--- src/rtl/select_rr_n_pkg.sv ---
// Shared definitions for the selector family:
// arbitration modes, output-register states, index-width helper.
package select_rr_n_pkg;

  localparam int ARB_RR    = 0;
  localparam int ARB_FIXED = 1;

  typedef enum logic {
    S_EMPTY = 1'b0,
    S_FULL  = 1'b1
  } sel_state_t;

  function automatic int clog2(input int n);
    int r;
    r = 0;
    while ((1 << r) < n) r++;
    return r;
  endfunction

endpackage

--- src/rtl/rr_arbiter_n.sv ---
// Combinational N-way arbiter, round-robin after ptr or fixed lowest-first.
// Ports: req, ptr, en in; one-hot gnt and encoded gnt_idx out.
module rr_arbiter_n
  import select_rr_n_pkg::*;
#(
  parameter int N     = 4,
  parameter int MODE  = ARB_RR,
  parameter int SEL_W = clog2(N)
) (
  input  logic [N-1:0]     req,
  input  logic [SEL_W-1:0] ptr,
  input  logic             en,
  output logic [N-1:0]     gnt,
  output logic [SEL_W-1:0] gnt_idx
);

  int               idx;
  logic             found;
  logic [SEL_W-1:0] ci;

  always_comb begin
    gnt     = '0;
    gnt_idx = '0;
    found   = 1'b0;
    idx     = 0;
    ci      = '0;
    for (int k = 0; k < N; k++) begin
      if (MODE == ARB_FIXED) begin
        idx = k;
      end else begin
        // ptr < N always, so one wrap step keeps idx in 0..N-1
        idx = int'(ptr) + 1 + k;
        if (idx >= N) idx = idx - N;
      end
      ci = SEL_W'(idx);
      if (!found && req[ci]) begin
        found   = 1'b1;
        gnt_idx = ci;
      end
    end
    if (found && en) gnt[gnt_idx] = 1'b1;
  end

endmodule

--- src/rtl/select_rr_n.sv ---
// N-channel registered selector with valid/ready and fair arbitration.
// Ports: in_data/in_valid/in_ready per channel; out_data/out_src/out_valid/out_ready.
module select_rr_n
  import select_rr_n_pkg::*;
#(
  parameter int WIDTH = 32,
  parameter int N     = 4,
  parameter int SEL_W = clog2(N),
  parameter int MODE  = ARB_RR
) (
  input  logic               clk,
  input  logic               rst,
  input  logic [N*WIDTH-1:0] in_data,
  input  logic [N-1:0]       in_valid,
  output logic [N-1:0]       in_ready,
  output logic [WIDTH-1:0]   out_data,
  output logic [SEL_W-1:0]   out_src,
  output logic               out_valid,
  input  logic               out_ready
);

  sel_state_t       state_q, state_d;
  logic [SEL_W-1:0] ptr_q, ptr_d;
  logic [WIDTH-1:0] data_q, data_d;
  logic [SEL_W-1:0] src_q, src_d;

  logic             load_en;
  logic             xfer;
  logic [N-1:0]     gnt;
  logic [SEL_W-1:0] gnt_idx;
  logic [WIDTH-1:0] sel_data;

  assign out_valid = (state_q == S_FULL);
  assign out_data  = data_q;
  assign out_src   = src_q;
  assign load_en   = !out_valid || out_ready;

  // rst gates the grant so in_ready stays low throughout reset
  rr_arbiter_n #(
    .N     (N),
    .MODE  (MODE),
    .SEL_W (SEL_W)
  ) u_arb (
    .req     (in_valid),
    .ptr     (ptr_q),
    .en      (load_en && !rst),
    .gnt     (gnt),
    .gnt_idx (gnt_idx)
  );

  assign in_ready = gnt;
  assign xfer     = |gnt;

  always_comb begin
    sel_data = '0;
    for (int i = 0; i < N; i++) begin
      if (gnt_idx == SEL_W'(i)) sel_data = in_data[i*WIDTH +: WIDTH];
    end
  end

  always_comb begin
    state_d = state_q;
    ptr_d   = ptr_q;
    data_d  = data_q;
    src_d   = src_q;
    if (xfer) begin
      state_d = S_FULL;
      data_d  = sel_data;
      src_d   = gnt_idx;
      if (MODE == ARB_RR) ptr_d = gnt_idx;
    end else if (out_valid && out_ready) begin
      state_d = S_EMPTY;
    end
  end

  always_ff @(posedge clk or posedge rst) begin
    if (rst) begin
      state_q <= S_EMPTY;
      ptr_q   <= SEL_W'(N - 1);
      data_q  <= '0;
      src_q   <= '0;
    end else begin
      state_q <= state_d;
      ptr_q   <= ptr_d;
      data_q  <= data_d;
      src_q   <= src_d;
    end
  end

endmodule

--- config.mk ---
export PLATFORM = sky130hd
export DESIGN_NAME = select_rr_n
export DESIGN_NICKNAME = d
export VERILOG_FILES = /design/src/rtl/select_rr_n_pkg.sv /design/src/rtl/rr_arbiter_n.sv /design/src/rtl/select_rr_n.sv
export SDC_FILE = /design/constraint.sdc
export NUM_CORES = 1
export LEC_CHECK = 0
export CORE_MARGIN = 2
export CORE_UTILIZATION = 35
export DETAILED_ROUTE_END_ITERATION = 10
export GPL_TIMING_DRIVEN = 0
export PLACE_DENSITY = 0.86
export SETUP_SLACK_MARGIN = 0.15
export SYNTH_ARGS = -nofsm -noshare
export SYNTH_HDL_FRONTEND = slang
export SYNTH_HIERARCHICAL = 1
export SYNTH_SLANG_ARGS = --single-unit
--- constraint.sdc ---
create_clock -name clk -period 3.26 [get_ports clk]
set_input_delay 0.326 -clock clk [delete_from_list [all_inputs] [get_ports clk]]
set_output_delay 0.326 -clock clk [all_outputs]
set_load 0.005 [all_outputs]
==> reports/qor.csv <==
metric,value,unit
grt met1 use,19.6,%
synthesized area,2350,um^2
first-pass GRT wire length,11.0,mm
H-tree depth,2,
vias in the first global route,2355,
Initial Util,36.6,%
MaxCap Viol Count,0,
CP arrival,2.60,ns
Core Area,6420,um^2
R2R depth,6,
# setup viols final,0,
largest net degree at the start of global routing,39,
worst r2r src,ptr_q[1]$_DFFE_PP1P_,
Sink Count,37,
io pins,174,
Final GP Congestion,0.741,
via-per-instance ratio,5.08,
Peak VDD IR,0.320,mV
diodes inserted,0,
CTS tree,yes,
total grt overflow,0,
Worst slew margin,48.8,%
CP required,2.93,ns
Post-Syn Instances,140,
#FFs+latches synth,37,
Reg2Reg Capture Point,out_data[3]$_DFFE_PP0P_,
Max Freq,342,MHz
max-slew violations,0,
Min Hold Slack,0.416,ns
CTS max path bufs,2,
Worst Setup Start Kind,input pin,
Die Span Y,86,um
grt met3 use,6.93,%
M2 GR Usage,36.2,%
GR peak layer,met2,
Setup Skew,0.00420,ns
Lkg Pwr,0.00164,uW
drt drc,0,
Crit. End Element,primary output,
Final min period,2.93,ns
yosys warns,6,
"top cells by area, synth","dfrtp_1 (37%), mux4_2 (31%), mux2_2 (16%)",
Area Overhead vs Synth,81.2,%
most frequent cells in the layout,"clkdlybuf4s50_1 (173), dfrtp_1 (35), mux2_2 (34)",
Netlist cell types,31,
DR vias,2021,
Hold Path Class,in -> async,
chip width,86,um
port bufs,173,
postcts setup bufs,0,
initial antenna violation count,0,
"Net Count, Synth",275,
"Avg Cell Area, Syn",16.8,um^2
worst skew pair latency,0.28,ns
"Worst Path Class, Setup",in -> out,
final hold vios,0,
unrepaired setup endpoints after global routing,false,
total power draw,3060,uW
DR WL/cell,17.2,um
outcome,"finished, final reports clean",
Synth area leader,dfrtp_1,
total die area,7400,um^2
Total Routed Length,6.87,mm
share of the synthesized area in the top cell type,37.2,%
Cell Rows,29,
Root Driver,clkbuf_8,
"commonest non-fill, non-tap cell in the layout",clkdlybuf4s50_1,
period utilization,89.7,%
HPWL after detailed placement,5.72,mm
sequential share of the synthesized area,39.4,%
Nets,455,
TritonCTS Buffers,5,
CP Max Fanout,38,
PwrDens,717,nW/um^2
slew at the pin with the worst max-slew slack,0.763,ns
DRT Pass-1 Iters,4,
GRT Total Usage,19.2,%
layout cell share with drive strength beyond 1,26.8,%
Post-DRT Antenna Nets,0,
Iter 0 DRT Violations,52,
r2r setup slk,0.49,ns
Worst-path clk slew,0.07,ns
logic make-up (layout without fill, tap and decap cells):
logic type      Yosys count  in the layout  synth area share (%)
simple gates              8              8                  2.71
compound gates           12             12                  5.05
buf+inv                  14            195                  4.52
mux                      69             69                  48.3
flops                    37             37                  39.4
routing by layer:
| layer | share of wire (%) | vias up |
|---|---|---|
| li1 | - | 927 |
| met1 | 34 | 980 |
| met2 | 54 | 104 |
| met3 | 9.7 | 10 |
| met4 | 1.8 | 0 |
| met5 | 0 | - |
stage by stage:
stage	setup WS [ns]	instances	utilization, %	setup TNS, ns	area, um^2
finish	0.335	398	66.4	0	4260
global route	0.156	398	66.4	0	4260
global placement	-0.380	390	65.1	-9.63	4180
floorplan	0.560	140	-	0	2350
detailed placement	0.0506	390	65.1	0	4180
CTS	0.276	398	66.4	0	4260
layout make-up:
cell class | instances | area (um^2)
Fill cell | 474 | 2160
Timing Repair Buffer | 173 | 1730
Multi-Input combinational cell | 89 | 1320
Sequential cell | 37 | 928
Tap cell | 77 | 96.3
Buffer | 11 | 95.1
Clock buffer | 8 | 80.1
Inverter | 3 | 13.8
worst max-delay path, stage by stage:
cell and delay, ns:
clkdlybuf4s50_1 0.44, inv_4 0.37, o21a_1 0.21, o41ai_2 0.09, nor4_1 0.51, clkdlybuf4s50_1 0.63
report_power, final:
group / leakage, uW / total (uW) / internal (uW) / switching, uW
Clock: 0.0000395 / 305 / 152 / 154
Combinational: 0.00117 / 1910 / 1270 / 635
Sequential: 0.000432 / 847 / 718 / 129
worst max path at each step:
| stage | depth (start not counted) | end | slack [ns] | from |
|---|---|---|---|---|
| 2_1_floorplan | 7 | out_src[1]$_DFFE_PP0P_ | 0.56 | rst |
| 3_3_place_gp | 6 | in_ready[0] | -0.38 | rst |
| 3_5_place_dp | 9 | out_data[3]$_DFFE_PP0P_ | 0.05 | rst |
| 4_1_cts | 6 | in_ready[0] | 0.28 | rst |
| 5_1_grt | 6 | in_ready[0] | 0.16 | rst |
| 6_report | 6 | in_ready[0] | 0.33 | rst |
registers in the layout, summed over array words and instances, names as in the netlist:
name       cells
ptr_q          2
out_data      32
out_valid      1
out_src        2
synth_stat cells:
library cell / n
mux2i_1: 1
nor2_1: 1
a21o_2: 1
o21ai_0: 1
nand2_1: 1
mux2_1: 2
a2bb2oi_1: 1
o211a_1: 1
a31oi_4: 1
dfstp_2: 2
o21ba_1: 1
mux2_2: 34
o21bai_1: 1
nand3b_1: 1
a211oi_1: 1
mux4_2: 32
nor4_4: 1
o21a_1: 1
o2bb2ai_1: 1
inv_1: 3
buf_2: 1
buf_6: 7
nand2b_1: 1
a21boi_1: 1
nor4_1: 1
dfrtp_1: 35
clkbuf_1: 2
buf_1: 1
and4_1: 1
nor2b_1: 1
o41ai_2: 1
repair_timing:
item	in CTS	in global routing
endpoints found under the setup margin	1	0
hold endpoints to repair	0	0
hold buffers	0	0
resized for setup	1	0
Power figures use the tool's default switching activity.
